===== src/rtl/player_cmd_sched.sv =====
// Per-player command scheduler: synchronizes buttons, arbitrates actions and issues one
// frame-locked command set per frame_tick. Define PLAYER_SCHED_JUMP_BUFFER_EN to buffer blocked jumps.
module player_cmd_sched #(
  parameter int unsigned DEFEND_HOLD = 30,
  parameter int unsigned DEFEND_COOL = 60
) (
  input  logic clk,
  input  logic rst,
  input  logic frame_tick,
  input  logic freeze,
  input  logic btn_right,
  input  logic btn_left,
  input  logic btn_jump,
  input  logic btn_squat,
  input  logic btn_defend,
  output logic step,
  output logic right,
  output logic left,
  output logic jump,
  output logic squat,
  output logic defend,
  output logic cool_busy
);

  typedef enum logic [1:0] {
    IDLE  = 2'd0,
    GUARD = 2'd1,
    COOL  = 2'd2
  } dstate_t;

  localparam logic [7:0] HOLD_INIT = 8'(DEFEND_HOLD - 1);
  localparam logic [7:0] COOL_INIT = 8'(DEFEND_COOL - 1);

  // Bit order {right, left, jump, squat, defend}
  logic [4:0] raw;
  logic [4:0] sync1;
  logic [4:0] sync2;
  logic       jump_d3;

  logic       lvl_right;
  logic       lvl_left;
  logic       lvl_jump;
  logic       lvl_squat;
  logic       lvl_defend;
  logic       jump_rise;
  logic       jump_req;

  dstate_t    state;
  dstate_t    state_next;
  logic [7:0] dcnt;
  logic [7:0] dcnt_next;
  logic       rearm;
  logic       rearm_next;
  logic       jump_pend;
  logic       jump_pend_next;

  logic       guard_enter;
  logic       guard_hold;
  logic       defend_now;

  logic       cmd_right;
  logic       cmd_left;
  logic       cmd_jump;
  logic       cmd_squat;
  logic       cmd_defend;

  assign raw        = {btn_right, btn_left, btn_jump, btn_squat, btn_defend};
  assign lvl_right  = sync2[4];
  assign lvl_left   = sync2[3];
  assign lvl_jump   = sync2[2];
  assign lvl_squat  = sync2[1];
  assign lvl_defend = sync2[0];
  assign jump_rise  = lvl_jump & ~jump_d3;
  // An edge seen in the tick cycle itself still counts for that tick
  assign jump_req   = jump_pend | jump_rise;

  assign guard_enter = (state == IDLE)  & lvl_defend & rearm & ~freeze;
  assign guard_hold  = (state == GUARD) & lvl_defend & ~freeze & (dcnt != 8'd0);
  assign defend_now  = guard_enter | guard_hold;

  // Button synchronizers plus the jump edge-detect flop
  always_ff @(posedge clk or posedge rst) begin
    if (rst) begin
      sync1   <= 5'b00000;
      sync2   <= 5'b00000;
      jump_d3 <= 1'b0;
    end else begin
      sync1   <= raw;
      sync2   <= sync1;
      jump_d3 <= sync2[2];
    end
  end

  // Defend FSM state, frame counter, rearm and jump capture registers
  always_ff @(posedge clk or posedge rst) begin
    if (rst) begin
      state     <= IDLE;
      dcnt      <= 8'd0;
      rearm     <= 1'b1;
      jump_pend <= 1'b0;
    end else begin
      state     <= state_next;
      dcnt      <= dcnt_next;
      rearm     <= rearm_next;
      jump_pend <= jump_pend_next;
    end
  end

  // Defend FSM next state; the counter only moves on frame ticks
  always_comb begin
    state_next = state;
    dcnt_next  = dcnt;
    rearm_next = rearm | ~lvl_defend;
    if (frame_tick) begin
      case (state)
        IDLE: begin
          if (guard_enter) begin
            state_next = GUARD;
            dcnt_next  = HOLD_INIT;
            rearm_next = 1'b0;
          end else begin
            state_next = IDLE;
          end
        end
        GUARD: begin
          if (guard_hold) begin
            dcnt_next = dcnt - 8'd1;
          end else begin
            state_next = COOL;
            dcnt_next  = COOL_INIT;
          end
        end
        COOL: begin
          if (dcnt == 8'd0) begin
            state_next = IDLE;
          end else begin
            dcnt_next = dcnt - 8'd1;
          end
        end
        default: begin
          state_next = IDLE;
          dcnt_next  = 8'd0;
        end
      endcase
    end else begin
      state_next = state;
    end
  end

`ifdef PLAYER_SCHED_JUMP_BUFFER_EN
  logic [1:0] jump_age;
  logic [1:0] jump_age_next;
  logic       jump_blocked;

  assign jump_blocked = freeze | defend_now;

  // Age of a buffered jump, counted in blocked ticks
  always_ff @(posedge clk or posedge rst) begin
    if (rst) begin
      jump_age <= 2'd0;
    end else begin
      jump_age <= jump_age_next;
    end
  end

  // Blocked jumps stay pending and expire on the fourth blocked tick
  always_comb begin
    jump_pend_next = jump_pend;
    jump_age_next  = jump_age;
    if (frame_tick) begin
      if (jump_req && jump_blocked) begin
        if (jump_rise) begin
          jump_pend_next = 1'b1;
          jump_age_next  = 2'd0;
        end else if (jump_age == 2'd3) begin
          jump_pend_next = 1'b0;
          jump_age_next  = 2'd0;
        end else begin
          jump_age_next  = jump_age + 2'd1;
        end
      end else begin
        jump_pend_next = 1'b0;
        jump_age_next  = 2'd0;
      end
    end else if (jump_rise) begin
      jump_pend_next = 1'b1;
      jump_age_next  = 2'd0;
    end else begin
      jump_pend_next = jump_pend;
    end
  end
`else
  // Every tick consumes the pending jump, whether or not it was issued
  always_comb begin
    jump_pend_next = jump_pend;
    if (frame_tick) begin
      jump_pend_next = 1'b0;
    end else if (jump_rise) begin
      jump_pend_next = 1'b1;
    end else begin
      jump_pend_next = jump_pend;
    end
  end
`endif

  // Command arbitration; squat only yields to a jump that is actually issued
  always_comb begin
    cmd_right  = 1'b0;
    cmd_left   = 1'b0;
    cmd_jump   = 1'b0;
    cmd_squat  = 1'b0;
    cmd_defend = 1'b0;
    if (freeze) begin
      cmd_defend = 1'b0;
    end else begin
      cmd_defend = defend_now;
      cmd_right  = lvl_right & ~lvl_left & ~defend_now;
      cmd_left   = lvl_left & ~lvl_right & ~defend_now;
      cmd_jump   = jump_req & ~defend_now;
      cmd_squat  = lvl_squat & ~cmd_jump;
    end
  end

  // Registered outputs: commands appear only in the cycle after a tick
  always_ff @(posedge clk or posedge rst) begin
    if (rst) begin
      step      <= 1'b0;
      right     <= 1'b0;
      left      <= 1'b0;
      jump      <= 1'b0;
      squat     <= 1'b0;
      defend    <= 1'b0;
      cool_busy <= 1'b0;
    end else begin
      step      <= frame_tick;
      right     <= frame_tick & cmd_right;
      left      <= frame_tick & cmd_left;
      jump      <= frame_tick & cmd_jump;
      squat     <= frame_tick & cmd_squat;
      defend    <= frame_tick & cmd_defend;
      cool_busy <= (state_next == COOL);
    end
  end

endmodule


===== config.mk =====
export PLATFORM = sky130hd
export DESIGN_NAME = player_cmd_sched
export DESIGN_NICKNAME = d
export VERILOG_FILES = /design/src/rtl/player_cmd_sched.sv
export SDC_FILE = /design/constraint.sdc
export NUM_CORES = 1
export LEC_CHECK = 0
export CORE_ASPECT_RATIO = 0.9
export CORE_MARGIN = 1.5
export CORE_UTILIZATION = 54
export CTS_CLUSTER_SIZE = 28
export DETAILED_ROUTE_END_ITERATION = 16
export GPL_TIMING_DRIVEN = 0
export PLACE_DENSITY = 0.79
export SYNTH_ARGS = -nofsm -noshare
export SYNTH_HDL_FRONTEND = slang
export SYNTH_SLANG_ARGS = --single-unit

===== constraint.sdc =====
create_clock -name clk -period 2.25 [get_ports clk]
set_input_delay 0.45 -clock clk [delete_from_list [all_inputs] [get_ports clk]]
set_output_delay 0.45 -clock clk [all_outputs]
set_load 0.01 [all_outputs]

==> qor.txt <==
Status: finished clean
Worst Setup SP: dcnt[0]
TritonCTS Buffers: 5
Gpl congestion: 0.891
Synth cell types: 45
Slew Viols, Final: 0
Post-Syn Area: 1360 um^2
Final TNS setup: 0 ps
Fin cells: 175
Synth area leaders: dfrtp_1, a21oi_1, nor2_1, nor3b_1, dfstp_2
GR Overflow Total: 0
Post-Place Setup Slack: 178 ps
Max clock buf depth: 2
Clock Sinks: 30
Final setup fails: 0
Critical path class: reg2reg
WP data arrival: 2200 ps
Hpwl dp: 1.89 mm
DIE AREA: 2830 um^2
Tot GR Track Use: 0.205
Post-synth top area cell: dfrtp_1
CTS clk-pin slew, worst paths: 100 ps
Buffers on Ports: 15
Critical path required time: 2510 ps
Row cnt: 17
YS warnings: 0
MaxCap Viol Count: 0
Gate Count Post-Synth: 124
Num ports: 16
Skew final: 9.11 ps
Relative slew margins: 0.300
Initial antenna violation count: 0
Vias: 1019
Setup crit start kind: flop
FF-to-FF setup slack: 320 ps
Syn_nets: 135
Pin count of the biggest net entering global routing: 31
Vias per std cell: 5.82
CP endpoint kind: flop
Reg2reg path depth: 7
Die W: 55.9 um
Filler cell count: 201
Fin area: 1630 um^2
Sequential area share after synthesis: 0.552
Cts hold-fix bufs: 0
First-pass GRT wire length: 4.21 mm
First DRT Iteration DRCs: 24
Number of flops mapped to enable cells by yosys: 0
Top-area cell type share of the netlist area: 0.533
NumNets Final: 157
Drt drc: 0
Fin crit share: 0.859
Pre-Repair DR Iteration Count: 4
FMAX: 517 MHz
Post-route setup slack: 316 ps
Slew @ Worst Pin: 1050 ps
Syn avg cell area: 11.0 um^2
Drt total wl: 2.59 mm
P_leak: 0.708 nW
Placed cells: 167
Vias in the first global route: 993
Final core occ: 0.674
Max rail drop VDD: 643 uV
Initial core utilization: 0.561
Hold WC Path Type: reg2reg
Layout cells sized above 1: 0.150
H-tree depth: 2
Reg2reg end: dcnt[7]
Post-route minimum period: 1930 ps
CTS tree: built
P per Cell Area: 1010 nW/um^2
Die Ht: 50.6 um
CTS root buf: clkbuf_4
Core ar.: 2420 um^2
Detail Route Antenna Nets: 0
Final hold vios: 0
RR Startpoint: dcnt[0]
Flops & latches, synth: 30
Most used DFF post-synth: dfrtp_1
Syn-to-layout area delta: 20.0%
Post-CTS setup buffer count: 0
Asr flop ratio synth: 1.00
RSZ-0062 raised after global routing: false
Number of antenna diodes: 0
Max FO, Critical Path: 8
Critical Path End: dcnt[7]
WL per Instance: 14.8 um
Skew-Pair Late Insertion Delay: 340 ps
Cell Area, Placed: 1550 um^2
## cells in the final DEF, fill, tap and decap left out, types with 3 or more instances in the layout
cell	n
nor3b_1	3
o31ai_1	3
a31oi_1	3
nand2b_1	3
clkdlybuf4s50_1	15
inv_1	7
dfrtp_1	29
clkbuf_4	5
nand3_1	5
nand2_1	4
a21oi_1	10
nor3_1	4
nor2_1	9
## critical path: stages (launching register included)
cell and delay (ps):
dfrtp_1 440, inv_1 90, ha_1 220, nor3b_2 190, and3_4 180, buf_6 130, or4_1 460, a21oi_1 150
## what timing repair did
item / CTS / global route
endpoints found under the hold margin: 0 / 0
setup endpoints to repair: 0 / 5
gates resized for setup: 0 / 1
## cell usage after synthesis, types with 2 or more instances
library cell  instances
dfrtp_1              29
a21oi_1              10
nor2_1                9
inv_1                 7
nand3_1               5
nand2_1               4
nor3_1                4
nor3b_1               4
a31oi_1               3
nand2b_1              3
o31ai_1               3
a211o_1               2
a211oi_1              2
a21o_1                2
buf_2                 2
buf_6                 2
ha_1                  2
o21ai_0               2
or3_2                 2
or4_1                 2
## per-stage QoR
| stage | power [mW] | hold WS [ps] |
|---|---|---|
| 6_report | 1.65 | 356 |
| 3_3_place_gp | 1.19 | 333 |
| 3_5_place_dp | 1.22 | 337 |
| 4_1_cts | 1.66 | 359 |
| 5_1_grt | 1.75 | 371 |
| 2_1_floorplan | 1.07 | 331 |
## layer usage
layer	GRT usage	share of wire
met3	0.0541	0.047
met2	0.341	0.48
met4	0.131	0.027
met1	0.238	0.45
met5	0	0
## registers in the layout (all words and copies together) (netlist names)
signal,cells
cool_busy,1
squat,1
dcnt,8
right,1
jump_d3,1
jump_pend,1
state,2
jump,1
rearm,1
defend,1
sync1,5
step,1
left,1
sync2,5
## power by group
group	internal, mW	switching (mW)	total (mW)
Combinational	0.214	0.270	0.485
Sequential	0.629	0.105	0.734
Clock	0.233	0.199	0.432
## logic make-up (layout without fill, tap and decap cells)
family	count (synthesis)	after routing	share of synthesized area
compound gates	33	33	0.167
fa+ha+maj	2	2	0.0184
buf+inv	11	34	0.0432
flops	30	30	0.552
simple gates	48	48	0.219
## area by class of cell
type                       count  area [um^2]  share of cell area
buffer                         4         32.5              0.0199
clock buffer                   5         37.5              0.0230
clock inverter                 3         45.0              0.0276
inverter                       7         26.3              0.0161
multi-input combinational     83          556               0.340
sequential                    30          752               0.460
tap                           28         35.0              0.0214
timing repair buffer          15          150              0.0919
## worst min-delay path by stage
stage | end | cells past startpoint | startpoint | slack (ps)
after floorplan | sync2[0] | 0 | sync1[0] | 330
after global placement | sync2[1] | 0 | sync1[1] | 330
after detailed placement | sync2[3] | 0 | sync1[3] | 340
after CTS | sync2[3] | 0 | sync1[3] | 360
after global routing | sync2[2] | 0 | sync1[2] | 370
final | sync2[3] | 0 | sync1[3] | 360
(Power assumes the default switching activity.)
